$ cat src/rtl/mux2_rr_arbiter.sv
// Two-channel round-robin arbiter driving the select of a 2-to-1 mux, with burst capping.
// Optional per-channel transfer statistics are built when MUX2_RR_ARBITER_STATS_EN is defined.
module mux2_rr_arbiter #(
    parameter int MAX_BURST = 4,
    parameter int CNT_W     = 4
) (
    input  logic        clk,
    input  logic        rst_n,
    input  logic        a_valid,
    output logic        a_ready,
    input  logic        b_valid,
    output logic        b_ready,
    output logic        sel,
    output logic        out_valid,
    input  logic        out_ready,
    output logic [1:0]  owner,
    output logic [15:0] xfer_cnt_a,
    output logic [15:0] xfer_cnt_b
);

    typedef enum logic [1:0] {
        IDLE  = 2'b00,
        OWN_A = 2'b01,
        OWN_B = 2'b10
    } state_t;

    localparam logic [CNT_W-1:0] BURST_MAX = CNT_W'(MAX_BURST);

    state_t           state, state_nxt;
    logic             sel_nxt;
    logic [CNT_W-1:0] burst_cnt, burst_nxt;
    logic             ptr, ptr_nxt;     // 0: A wins a tie in IDLE, 1: B wins
    logic             rel_a, rel_b;

    function automatic logic [CNT_W-1:0] burst_inc(input logic [CNT_W-1:0] c);
        return (c >= BURST_MAX) ? BURST_MAX : c + CNT_W'(1);
    endfunction

    always_ff @(posedge clk or negedge rst_n) begin
        if (!rst_n) begin
            state     <= IDLE;
            sel       <= 1'b0;
            burst_cnt <= '0;
            ptr       <= 1'b0;
        end else begin
            state     <= state_nxt;
            sel       <= sel_nxt;
            burst_cnt <= burst_nxt;
            ptr       <= ptr_nxt;
        end
    end

    always_comb begin
        state_nxt = state;
        sel_nxt   = sel;
        burst_nxt = burst_cnt;
        ptr_nxt   = ptr;
        rel_a     = 1'b0;
        rel_b     = 1'b0;
        case (state)
            IDLE: begin
                if (a_valid && (!b_valid || !ptr)) begin
                    state_nxt = OWN_A;
                    sel_nxt   = 1'b0;
                    burst_nxt = '0;
                end else if (b_valid) begin
                    state_nxt = OWN_B;
                    sel_nxt   = 1'b1;
                    burst_nxt = '0;
                end
            end
            OWN_A: begin
                // A stall (valid & !ready) falls through with everything held
                if (!a_valid) begin
                    rel_a = 1'b1;
                end else if (out_ready) begin
                    burst_nxt = burst_inc(burst_cnt);
                    rel_a     = b_valid && (burst_nxt == BURST_MAX);
                end
            end
            OWN_B: begin
                if (!b_valid) begin
                    rel_b = 1'b1;
                end else if (out_ready) begin
                    burst_nxt = burst_inc(burst_cnt);
                    rel_b     = a_valid && (burst_nxt == BURST_MAX);
                end
            end
            default: begin
                state_nxt = IDLE;
            end
        endcase

        if (rel_a) begin
            ptr_nxt   = 1'b1;
            burst_nxt = '0;
            if (b_valid) begin
                state_nxt = OWN_B;
                sel_nxt   = 1'b1;
            end else begin
                state_nxt = IDLE;
            end
        end else if (rel_b) begin
            ptr_nxt   = 1'b0;
            burst_nxt = '0;
            if (a_valid) begin
                state_nxt = OWN_A;
                sel_nxt   = 1'b0;
            end else begin
                state_nxt = IDLE;
            end
        end
    end

    always_comb begin
        out_valid = ((state == OWN_A) && a_valid) || ((state == OWN_B) && b_valid);
        a_ready   = (state == OWN_A) && out_ready;
        b_ready   = (state == OWN_B) && out_ready;
        owner     = state;
    end

`ifdef MUX2_RR_ARBITER_STATS_EN
    logic xfer_a, xfer_b;

    function automatic logic [15:0] stat_inc(input logic [15:0] c);
        return (c == 16'hFFFF) ? c : c + 16'd1;
    endfunction

    assign xfer_a = (state == OWN_A) && a_valid && out_ready;
    assign xfer_b = (state == OWN_B) && b_valid && out_ready;

    always_ff @(posedge clk or negedge rst_n) begin
        if (!rst_n) begin
            xfer_cnt_a <= 16'h0000;
            xfer_cnt_b <= 16'h0000;
        end else begin
            if (xfer_a) xfer_cnt_a <= stat_inc(xfer_cnt_a);
            if (xfer_b) xfer_cnt_b <= stat_inc(xfer_cnt_b);
        end
    end
`else
    assign xfer_cnt_a = 16'h0000;
    assign xfer_cnt_b = 16'h0000;
`endif

endmodule

$ cat config.mk
export PLATFORM = sky130hd
export DESIGN_NAME = mux2_rr_arbiter
export DESIGN_NICKNAME = d
export VERILOG_FILES = /design/src/rtl/mux2_rr_arbiter.sv
export SDC_FILE = /design/constraint.sdc
export NUM_CORES = 1
export LEC_CHECK = 0
export ABC_CLOCK_PERIOD_IN_PS = 2900
export CAP_MARGIN = 20
export CORE_MARGIN = 1
export CORE_UTILIZATION = 42
export CTS_BUF_LIST = sky130_fd_sc_hd__clkbuf_4
export DETAILED_ROUTE_END_ITERATION = 12
export PLACE_DENSITY = 0.91
export RECOVER_POWER = 50
export SYNTH_ARGS = -nofsm -noshare
export SYNTH_HDL_FRONTEND = slang
export SYNTH_SLANG_ARGS = --single-unit
$ cat constraint.sdc
create_clock -name clk -period 2.9 [get_ports clk]
set_clock_uncertainty 0.05 [all_clocks]
set_input_delay 0.29 -clock clk [delete_from_list [all_inputs] [get_ports clk]]
set_output_delay 0.29 -clock clk [all_outputs]
set_load 0.1 [all_outputs]
==> results.tsv, run 1 <==
stage	metric	value	unit
status	status	finished, final reports clean	
yosys	sequential share of the synthesized area	21.6	%
yosys	Post-Synth Adder-Cell Area	8.09	%
grt	GR Overflow Total	0	
critical_path	Crit Path Category	reg2reg	
grt	vias in the first global route	586	
yosys	synth warn	0	
floorplanning	initial core utilization	45.9	%
floorplanning	floorplan core area	0.00202	mm^2
critical_path	largest driver fanout on the critical path	10	
placed_design	RePlAce Congestion	0.865	
placed_design	post-place setup slack	0.586	ns
routing	drt pass-1 iters	5	
critical_path	critical path required time	2.98	ns
grt	grt peak-use layer	met2	
grt	M3 GR Usage	6.23	%
cts	Root Buffer	clkbuf_4	
floorplanning	die extent in x	49.0	um
cts	CTS Buffer Depth	2	
yosys	main combinational cell family by area after synthesis	buffers and inverters	
grt	met2 usage	22.7	%
grt	first-pass GRT wire length	2550	um
cts	hold-fix buffers at CTS	0	
critical_path	Arr. time, crit path	2.32	ns
cts	post-CTS resize count	0	
layout	Area Overhead vs Synth	-2.70	%
timing	min Tclk post-route	2.24	ns
flow_run	max cap viols	0	
grt	pin count of the biggest net entering global routing	14	
timing	Final Setup Violations	0	
timing	setup_tns	0	ns
yosys	simple-gate share of the synthesized area	17.7	%
timing	slew margin rel.	22.5	%
grt	initial antenna violation count	0	
routing	Avg Vias per Cell	4.99	
layout	share of cells above drive strength 1	12.3	%
grt	All-Layer GR Usage	13.9	%
timing	Final period util	77.2	%
routing	DR WL/cell	11.3	um
routing	drc violations	0	
pwr	static leakage	0.452	nW
timing	post-route setup slack	0.661	ns
yosys	Syn Area/Cell	8.76	um^2
yosys	Seq cells post-synth	8	
pwr	switching share of power	62.6	%
cts	H-tree depth	1	
pwr	pwr dens	1260	mW/mm^2
cts	clk_lat worst skew	0.26	ns
timing	RSZ-0062 raised after global routing	no	
routing	DR iter-0 viols	29	
placed_design	hpwl dp	1220	um
floorplanning	Ports	43	
timing	measured slew at the worst slew-check pin	1.17	ns
yosys	xor/xnor share of the synthesized area	0	%
layout	most frequent cells in the layout	conb_1 (32), dfrtp_1 (8), nor2_1 (6), ha_1 (6), inv_1 (5)	
critical_path	crit path capture type	flop	
pwr	Switch Pwr	0.710	mW
cts	Post-CTS Setup Inserts	0	
placed_design	port bufs	10	
yosys	Netlist Area Pre-Place	928	um^2
pwr	sequential share of power	17.0	%
pwr	Clock Power Share	7.8	%
routing	Final ANT Viol Nets	0	
grt	met1 GRT Util	15.9	%
routing	Post-Route WL	1600	um
layout	Layout Nets	127	
pwr	internal power	0.424	mW
cts	TritonCTS clock tree	built	
cts	Num CTS Buffers	3	
worst_hold_path	Hold Path Class	in2async	
timing	Final Hold Violating Endpoints	0	
floorplanning	Die H	49.0	um
floorplanning	die area	0.00240	mm^2
timing	Final Max Tran Viols	0	
pwr	power share of the combinational group	75.2	%
floorplanning	Rows	16	
timing	max frequency	0.447	GHz
layout	commonest non-fill, non-tap cell in the layout	conb_1	
cts	CTS Sinks	8	
critical_path	startpoint types	flop	
yosys	Compound-Gate Fraction of Synth Area	19.8	%
layout	diode count	0	
yosys	Syn Inst Count	106	
routing	Vias	703	
yosys	Netlist cell types	35	
pwr	VDD IR max	0.649	mV
cts	Clock transition at path regs	0.06	ns
yosys	mux share of post-synthesis cell area	1.21	%
flip-flops by register name (all words and copies together) (netlist names):
register and flops:
burst_cnt 4, owner 2, ptr 1, sel 1
worst paths after layout:
kind                            cells past startpoint         start           end  slack (ns)
worst min register to register                      1  burst_cnt[1]  burst_cnt[1]        0.46
worst max-delay path                                7      owner[1]  burst_cnt[0]        0.66
worst max register to register                      7      owner[1]  burst_cnt[0]        0.66
min in group clk                                    1  burst_cnt[1]  burst_cnt[1]        0.46
worst min-delay path                                1         rst_n           sel        0.32
max in group asynchronous                           1         rst_n  burst_cnt[2]        2.20
through the flow:
stage | instances | total power, mW | utilization, % | area [um^2] | hold WS, ns
global placement | 138 | 1.03 | 44.1 | 892 | 0.448
finish | 141 | 1.13 | 44.7 | 903 | 0.318
CTS | 141 | 1.14 | 45.2 | 915 | 0.260
detailed placement | 138 | 1.05 | 44.1 | 892 | 0.443
global route | 141 | 1.19 | 44.7 | 903 | 0.355
floorplan | 137 | 0.966 | - | 1040 | -0.0556
area by class of cell:
cell class | instances | area, um^2
inverters | 5 | 18.8
multi-input cells | 88 | 554
clock buffers | 3 | 22.5
repair buffers | 10 | 73.8
well taps | 27 | 33.8
fillers | 206 | 1120
flip-flops and latches | 8 | 200
synth_stat cells:
library cell  instances  area [um^2]
nor2_1                6         22.5
or2_4                 1         8.76
buf_4                34          255
o21ai_0               4         20.0
ha_1                  6         75.1
nand2_1               3         11.3
a221oi_1              1         8.76
and3_4                1         11.3
o22ai_1               2         12.5
o221ai_1              1         8.76
nor3b_2               1         12.5
a31oi_1               1         6.26
mux2_2                1         11.3
nor4bb_1              2         20.0
a211o_1               1         8.76
dfrtp_1               8          200
conb_1                1         3.75
and4_4                1         11.3
nand3_1               2         10.0
a211oi_2              1         12.5
nand4_1               1         6.26
o41ai_1               1         8.76
inv_1                 5         18.8
o21a_1                1         7.51
a22o_1                3         26.3
nand4b_1              1         8.76
buf_6                 1         11.3
nor3_2                1         10.0
a21o_1                2         15.0
o2bb2a_4              1         20.0
o22a_1                1         8.76
a21oi_1               4         20.0
and3_1                1         6.26
and2_1                4         25.0
buf_2                 1         5.00
power groups by stage:
stage | clock network [mW] | registers, mW | logic (mW)
4_1_cts | 0.0893 | 0.192 | 0.864
5_1_grt | 0.0970 | 0.198 | 0.899
2_1_floorplan | 0 | 0.318 | 0.649
6_report | 0.0885 | 0.193 | 0.852
3_5_place_dp | 0 | 0.193 | 0.861
3_3_place_gp | 0 | 0.192 | 0.839
cells by family (layout without fill, tap and decap cells):
| kind of cell | after synthesis | count (layout) |
|---|---|---|
| buffers and inverters | 41 | 18 |
| AND/OR/NAND/NOR | 25 | 25 |
| multiplexers | 1 | 1 |
| AO/OA/AOI/OAI | 24 | 24 |
| flip-flops | 8 | 8 |
| adder cells (fa/ha/maj) | 6 | 6 |
| other | 1 | 32 |
routing by layer:
layer,wire (um),vias to the layer above
met2,752,57
met3,183,4
met5,0,-
met1,643,321
li1,-,321
met4,17,0
worst max-delay path, cell delays in order (launching register included):
cell and delay [ns]:
dfrtp_1 0.43, inv_1 0.13, ha_1 0.38, nor3_2 0.08, nor3b_2 0.19, a211oi_2 0.32, o21ai_0 0.23, mux2_2 0.31
No activity file was read; power rests on OpenSTA's default activity.
==> inputs of run 2 (changes only) <==
- ABC_CLOCK_PERIOD_IN_PS: 2900 -> 2300
- clock period: 2.9 -> 2.3 ns (I/O delays scaled with it)
==> run 2 against run 1 <==
  * Maximum frequency up 3.3%
  * Core utilization grew 3.3 points
  * Setup slack worse by 0.53 ns
  * First-iteration DRC count decreased by 69%
  * Sequential power rose by 30%
  * Hold slack got worse by 0.053 ns
  * Sequential share of layout area fell by 0.77 points
  * Critical path depth unchanged
  * Final cell count up 2.1%
  * Clock power is 21% higher
  * Power grew 31%
  * Largest cell class unchanged
  * Highest routed layer unchanged
==> results.tsv, run 2 (synthesized netlist as in run 1, its figures left out) <==
stage	metric	value	unit
routing	drc violations	0	
critical_path	largest driver fanout on the critical path	6	
timing	Final period util	94.3	%
routing	Vias	684	
grt	vias in the first global route	584	
layout	share of cells above drive strength 1	16.2	%
layout	diode count	0	
status	status	finished, final reports clean	
cts	post-CTS resize count	0	
routing	Avg Vias per Cell	4.75	
critical_path	startpoint types	flop	
critical_path	Arr. time, crit path	2.26	ns
grt	pin count of the biggest net entering global routing	13	
cts	hold-fix buffers at CTS	0	
pwr	Pwr Total	1.49	mW
cts	Post-CTS Setup Inserts	0	
timing	setup_tns	0	ns
cts	Num CTS Buffers	3	
pwr	VDD IR max	0.713	mV
pwr	pwr dens	1530	mW/mm^2
critical_path	flop2flop setup slack	0.13	ns
grt	All-Layer GR Usage	13.9	%
placed_design	hpwl dp	1300	um
timing	measured slew at the worst slew-check pin	1.18	ns
floorplanning	die extent in x	49.0	um
flow_run	max cap viols	0	
layout	Cell Count, Final, Fillers Out	144	
critical_path	critical path required time	2.39	ns
worst_hold_path	Hold Path Class	in2async	
timing	min Tclk post-route	2.17	ns
grt	met1 GRT Util	16.8	%
cts	clk_lat worst skew	0.26	ns
grt	first-pass GRT wire length	2570	um
cts	H-tree depth	1	
timing	Final Setup Violations	0	
floorplanning	Ports	43	
routing	DR WL/cell	10.9	um
floorplanning	Rows	16	
cts	Clock transition at path regs	0.06	ns
routing	DR iter-0 viols	9	
floorplanning	die area	0.00240	mm^2
placed_design	RePlAce Congestion	0.813	
layout	commonest non-fill, non-tap cell in the layout	conb_1	
layout	Biggest register	burst_cnt	
grt	initial antenna violation count	0	
cts	TritonCTS clock tree	built	
layout	post-route cell area	971	um^2
layout	Layout Nets	130	
grt	grt peak-use layer	met2	
timing	Final Max Tran Viols	0	
routing	drt pass-1 iters	4	
grt	GR Overflow Total	0	
floorplanning	floorplan core area	0.00202	mm^2
grt	M3 GR Usage	6.23	%
routing	Final ANT Viol Nets	0	
critical_path	Crit Path Category	reg2reg	
placed_design	port bufs	10	
layout	max reg flops	4	
floorplanning	Die H	49.0	um
critical_path	crit path capture type	flop	
timing	RSZ-0062 raised after global routing	no	
layout	Area Overhead vs Synth	4.58	%
timing	post-route setup slack	0.132	ns
cts	CTS Sinks	8	
pwr	static leakage	0.474	nW
placed_design	post-placement cell count	141	
cts	CTS Buffer Depth	2	
grt	met2 usage	22.5	%
timing	max frequency	0.461	GHz
layout	most frequent cells in the layout	conb_1 (32), nor2_1 (6), ha_1 (6), dfrtp_1 (6), inv_1 (5)	
critical_path	FF-to-FF path depth	7	
floorplanning	initial core utilization	45.9	%
timing	slew margin rel.	21.7	%
timing	Final Hold Violating Endpoints	0	
placed_design	post-place setup slack	0.0751	ns
cts	Root Buffer	clkbuf_4	
placed_design	placement-stage cell area	960	um^2
routing	Post-Route WL	1570	um
[run 2: cell types whose count changed in the layout (fill, tap and decap cells not counted)]
cell     before  now
buf_12        0    3
dfrtp_1       8    6
dfrtp_4       0    2
[run 2: power breakdown]
| part | switching (mW) | internal [mW] |
|---|---|---|
| registers | 0.0486 | 0.202 |
| clock network | 0.0476 | 0.0597 |
| logic | 0.793 | 0.334 |
| total | 0.890 | 0.596 |
[run 2: critical path, stage by stage (launching register included)]
cell	delay, ns
dfrtp_4	0.50
inv_1	0.10
ha_1	0.26
nor4bb_1	0.16
a211o_1	0.30
or2_4	0.25
and4_4	0.18
mux2_2	0.25
[run 2: final timing paths]
check / from / to
setup / recovery: owner[0] / burst_cnt[0]
hold / removal: rst_n / owner[0]
setup reg to reg: owner[0] / burst_cnt[0]
hold reg to reg: sel / sel
max in group asynchronous: rst_n / owner[1]
min in group clk: sel / sel
[run 2: per-layer routing]
layer  vias up  wire length, um  share of wire, %
met5         -                0                 0
met4         0               10              0.64
met3         2              113               7.2
met2        38              796                51
met1       316              647                41
li1        328                -                 -
[run 2: through the flow]
stage | util [%] | hold slack [ns]
after floorplan | - | -0.116
after global placement | 47.5 | 0.446
after detailed placement | 47.5 | 0.447
after CTS | 48.6 | 0.197
after global routing | 48.0 | 0.292
final | 48.0 | 0.265
[run 2: layout make-up]
class | count | area [um^2]
inverter | 5 | 18.8
multi-input combinational | 88 | 554
sequential | 8 | 208
clock buffer | 3 | 22.5
timing repair buffer | 13 | 134
fill | 214 | 1050
tap | 27 | 33.8
==> inputs of run 3 (changes only) <==
- ABC_CLOCK_PERIOD_IN_PS: 2300 -> 2780
- CORE_UTILIZATION: 42 -> 28
- PLACE_DENSITY: 0.91 -> 0.68
- clock period: 2.3 -> 2.78 ns (I/O delays scaled with it)
==> run 3 against run 2 <==
  * Via count shrank 2.5%
  * Highest routed layer unchanged
  * Critical path depth is the same
  * Register-to-register slack gained 0.45 ns
  * Critical endpoint unchanged
==> results.tsv, run 3 (synthesized netlist as in run 1, its figures left out) <==
stage	metric	value	unit
status	status	finished, final reports clean	
layout	most frequent cells in the layout	conb_1 (32), dfrtp_1 (8), nor2_1 (6), ha_1 (6), inv_1 (5)	
timing	Final Max Tran Viols	0	
critical_path	startpoint types	flop	
floorplanning	initial core utilization	29.9	%
placed_design	port bufs	10	
cts	hold-fix buffers at CTS	0	
pwr	pwr dens	1260	mW/mm^2
timing	max frequency	0.455	GHz
worst_hold_path	Hold Path Class	in2async	
timing	measured slew at the worst slew-check pin	1.16	ns
grt	first-pass GRT wire length	2410	um
grt	All-Layer GR Usage	9.10	%
cts	clk_lat worst skew	0.25	ns
routing	drt pass-1 iters	4	
cts	Post-CTS Setup Inserts	0	
floorplanning	floorplan core area	0.00310	mm^2
layout	Area Overhead vs Synth	-0.404	%
critical_path	Arr. time, crit path	2.28	ns
cts	CTS Sinks	8	
grt	met1 GRT Util	11.4	%
pwr	static leakage	0.452	nW
layout	# fillers	344	
grt	vias in the first global route	576	
cts	H-tree depth	1	
layout	Biggest register	burst_cnt	
floorplanning	Ports	43	
routing	drc violations	0	
timing	RSZ-0062 raised after global routing	no	
cts	TritonCTS clock tree	built	
grt	initial antenna violation count	0	
floorplanning	die area	0.00355	mm^2
timing	post-route setup slack	0.582	ns
grt	pin count of the biggest net entering global routing	14	
critical_path	crit path capture type	flop	
routing	DR iter-0 viols	10	
timing	min Tclk post-route	2.20	ns
layout	commonest non-fill, non-tap cell in the layout	conb_1	
floorplanning	Rows	20	
routing	Post-Route WL	1520	um
timing	setup_tns	0	ns
timing	Final Hold Violating Endpoints	0	
layout	diode count	0	
layout	share of cells above drive strength 1	12.3	%
floorplanning	Die H	59.6	um
cts	Clock transition at path regs	0.05	ns
routing	DR WL/cell	9.60	um
critical_path	largest driver fanout on the critical path	6	
grt	GR Overflow Total	0	
pwr	VDD IR max	0.772	mV
cts	Num CTS Buffers	3	
routing	Final ANT Viol Nets	0	
critical_path	Crit Path Category	reg2reg	
flow_run	max cap viols	0	
routing	Avg Vias per Cell	4.22	
critical_path	critical path required time	2.87	ns
placed_design	hpwl dp	1210	um
timing	Final period util	79.1	%
cts	CTS Buffer Depth	2	
cts	Root Buffer	clkbuf_4	
placed_design	post-place setup slack	0.453	ns
cts	post-CTS resize count	0	
placed_design	RePlAce Congestion	0.895	
routing	Vias	667	
layout	Layout Nets	127	
grt	grt peak-use layer	met2	
layout	max reg flops	4	
timing	slew margin rel.	22.7	%
grt	M3 GR Usage	3.49	%
floorplanning	die extent in x	59.6	um
timing	Final Setup Violations	0	
grt	met2 usage	13.5	%
## run 3: critical path: stages (launching register included)
cell and delay [ns]:
dfrtp_1 0.45, inv_1 0.10, ha_1 0.34, nor4bb_1 0.15, a211o_1 0.31, or2_4 0.26
and4_4 0.18, mux2_2 0.25
## run 3: metal layers
layer  vias up  wire, um
li1        325         -
met1       307       677
met2        33       708
met3         2       106
met4         0        24
met5         -         0
## run 3: metrics by stage
step	hold WS [ns]	utilization, %	power (mW)	std cells	area (um^2)
6_report	0.327	29.8	1.16	158	925
2_1_floorplan	-0.0676	-	1.01	137	1040
5_1_grt	0.352	29.8	1.24	158	925
3_5_place_dp	0.453	29.4	1.10	155	913
4_1_cts	0.270	30.2	1.19	158	936
3_3_place_gp	0.446	29.4	1.08	155	913
## run 3: cell type report
class / count / area, um^2 / area share, %
repair buffers: 10 / 73.8 / 7.98
well taps: 44 / 55.1 / 5.95
multi-input cells: 88 / 554 / 59.9
flip-flops and latches: 8 / 200 / 21.7
inverters: 5 / 18.8 / 2.03
clock buffers: 3 / 22.5 / 2.44
## run 3: path summary, 6_finish.rpt
path / start / end / slack, ns / cells past startpoint
hold / removal: rst_n / ptr / 0.33 / 1
setup / recovery: owner[0] / burst_cnt[0] / 0.58 / 7
max in group asynchronous: rst_n / owner[0] / 2.08 / 1
hold reg to reg: burst_cnt[1] / burst_cnt[1] / 0.46 / 1
setup reg to reg: owner[0] / burst_cnt[0] / 0.58 / 7
min in group clk: burst_cnt[1] / burst_cnt[1] / 0.46 / 1
## run 3: power by group
part	switching, mW	internal (mW)
sequential	0.0402	0.159
clock	0.0370	0.0492
combinational	0.646	0.233
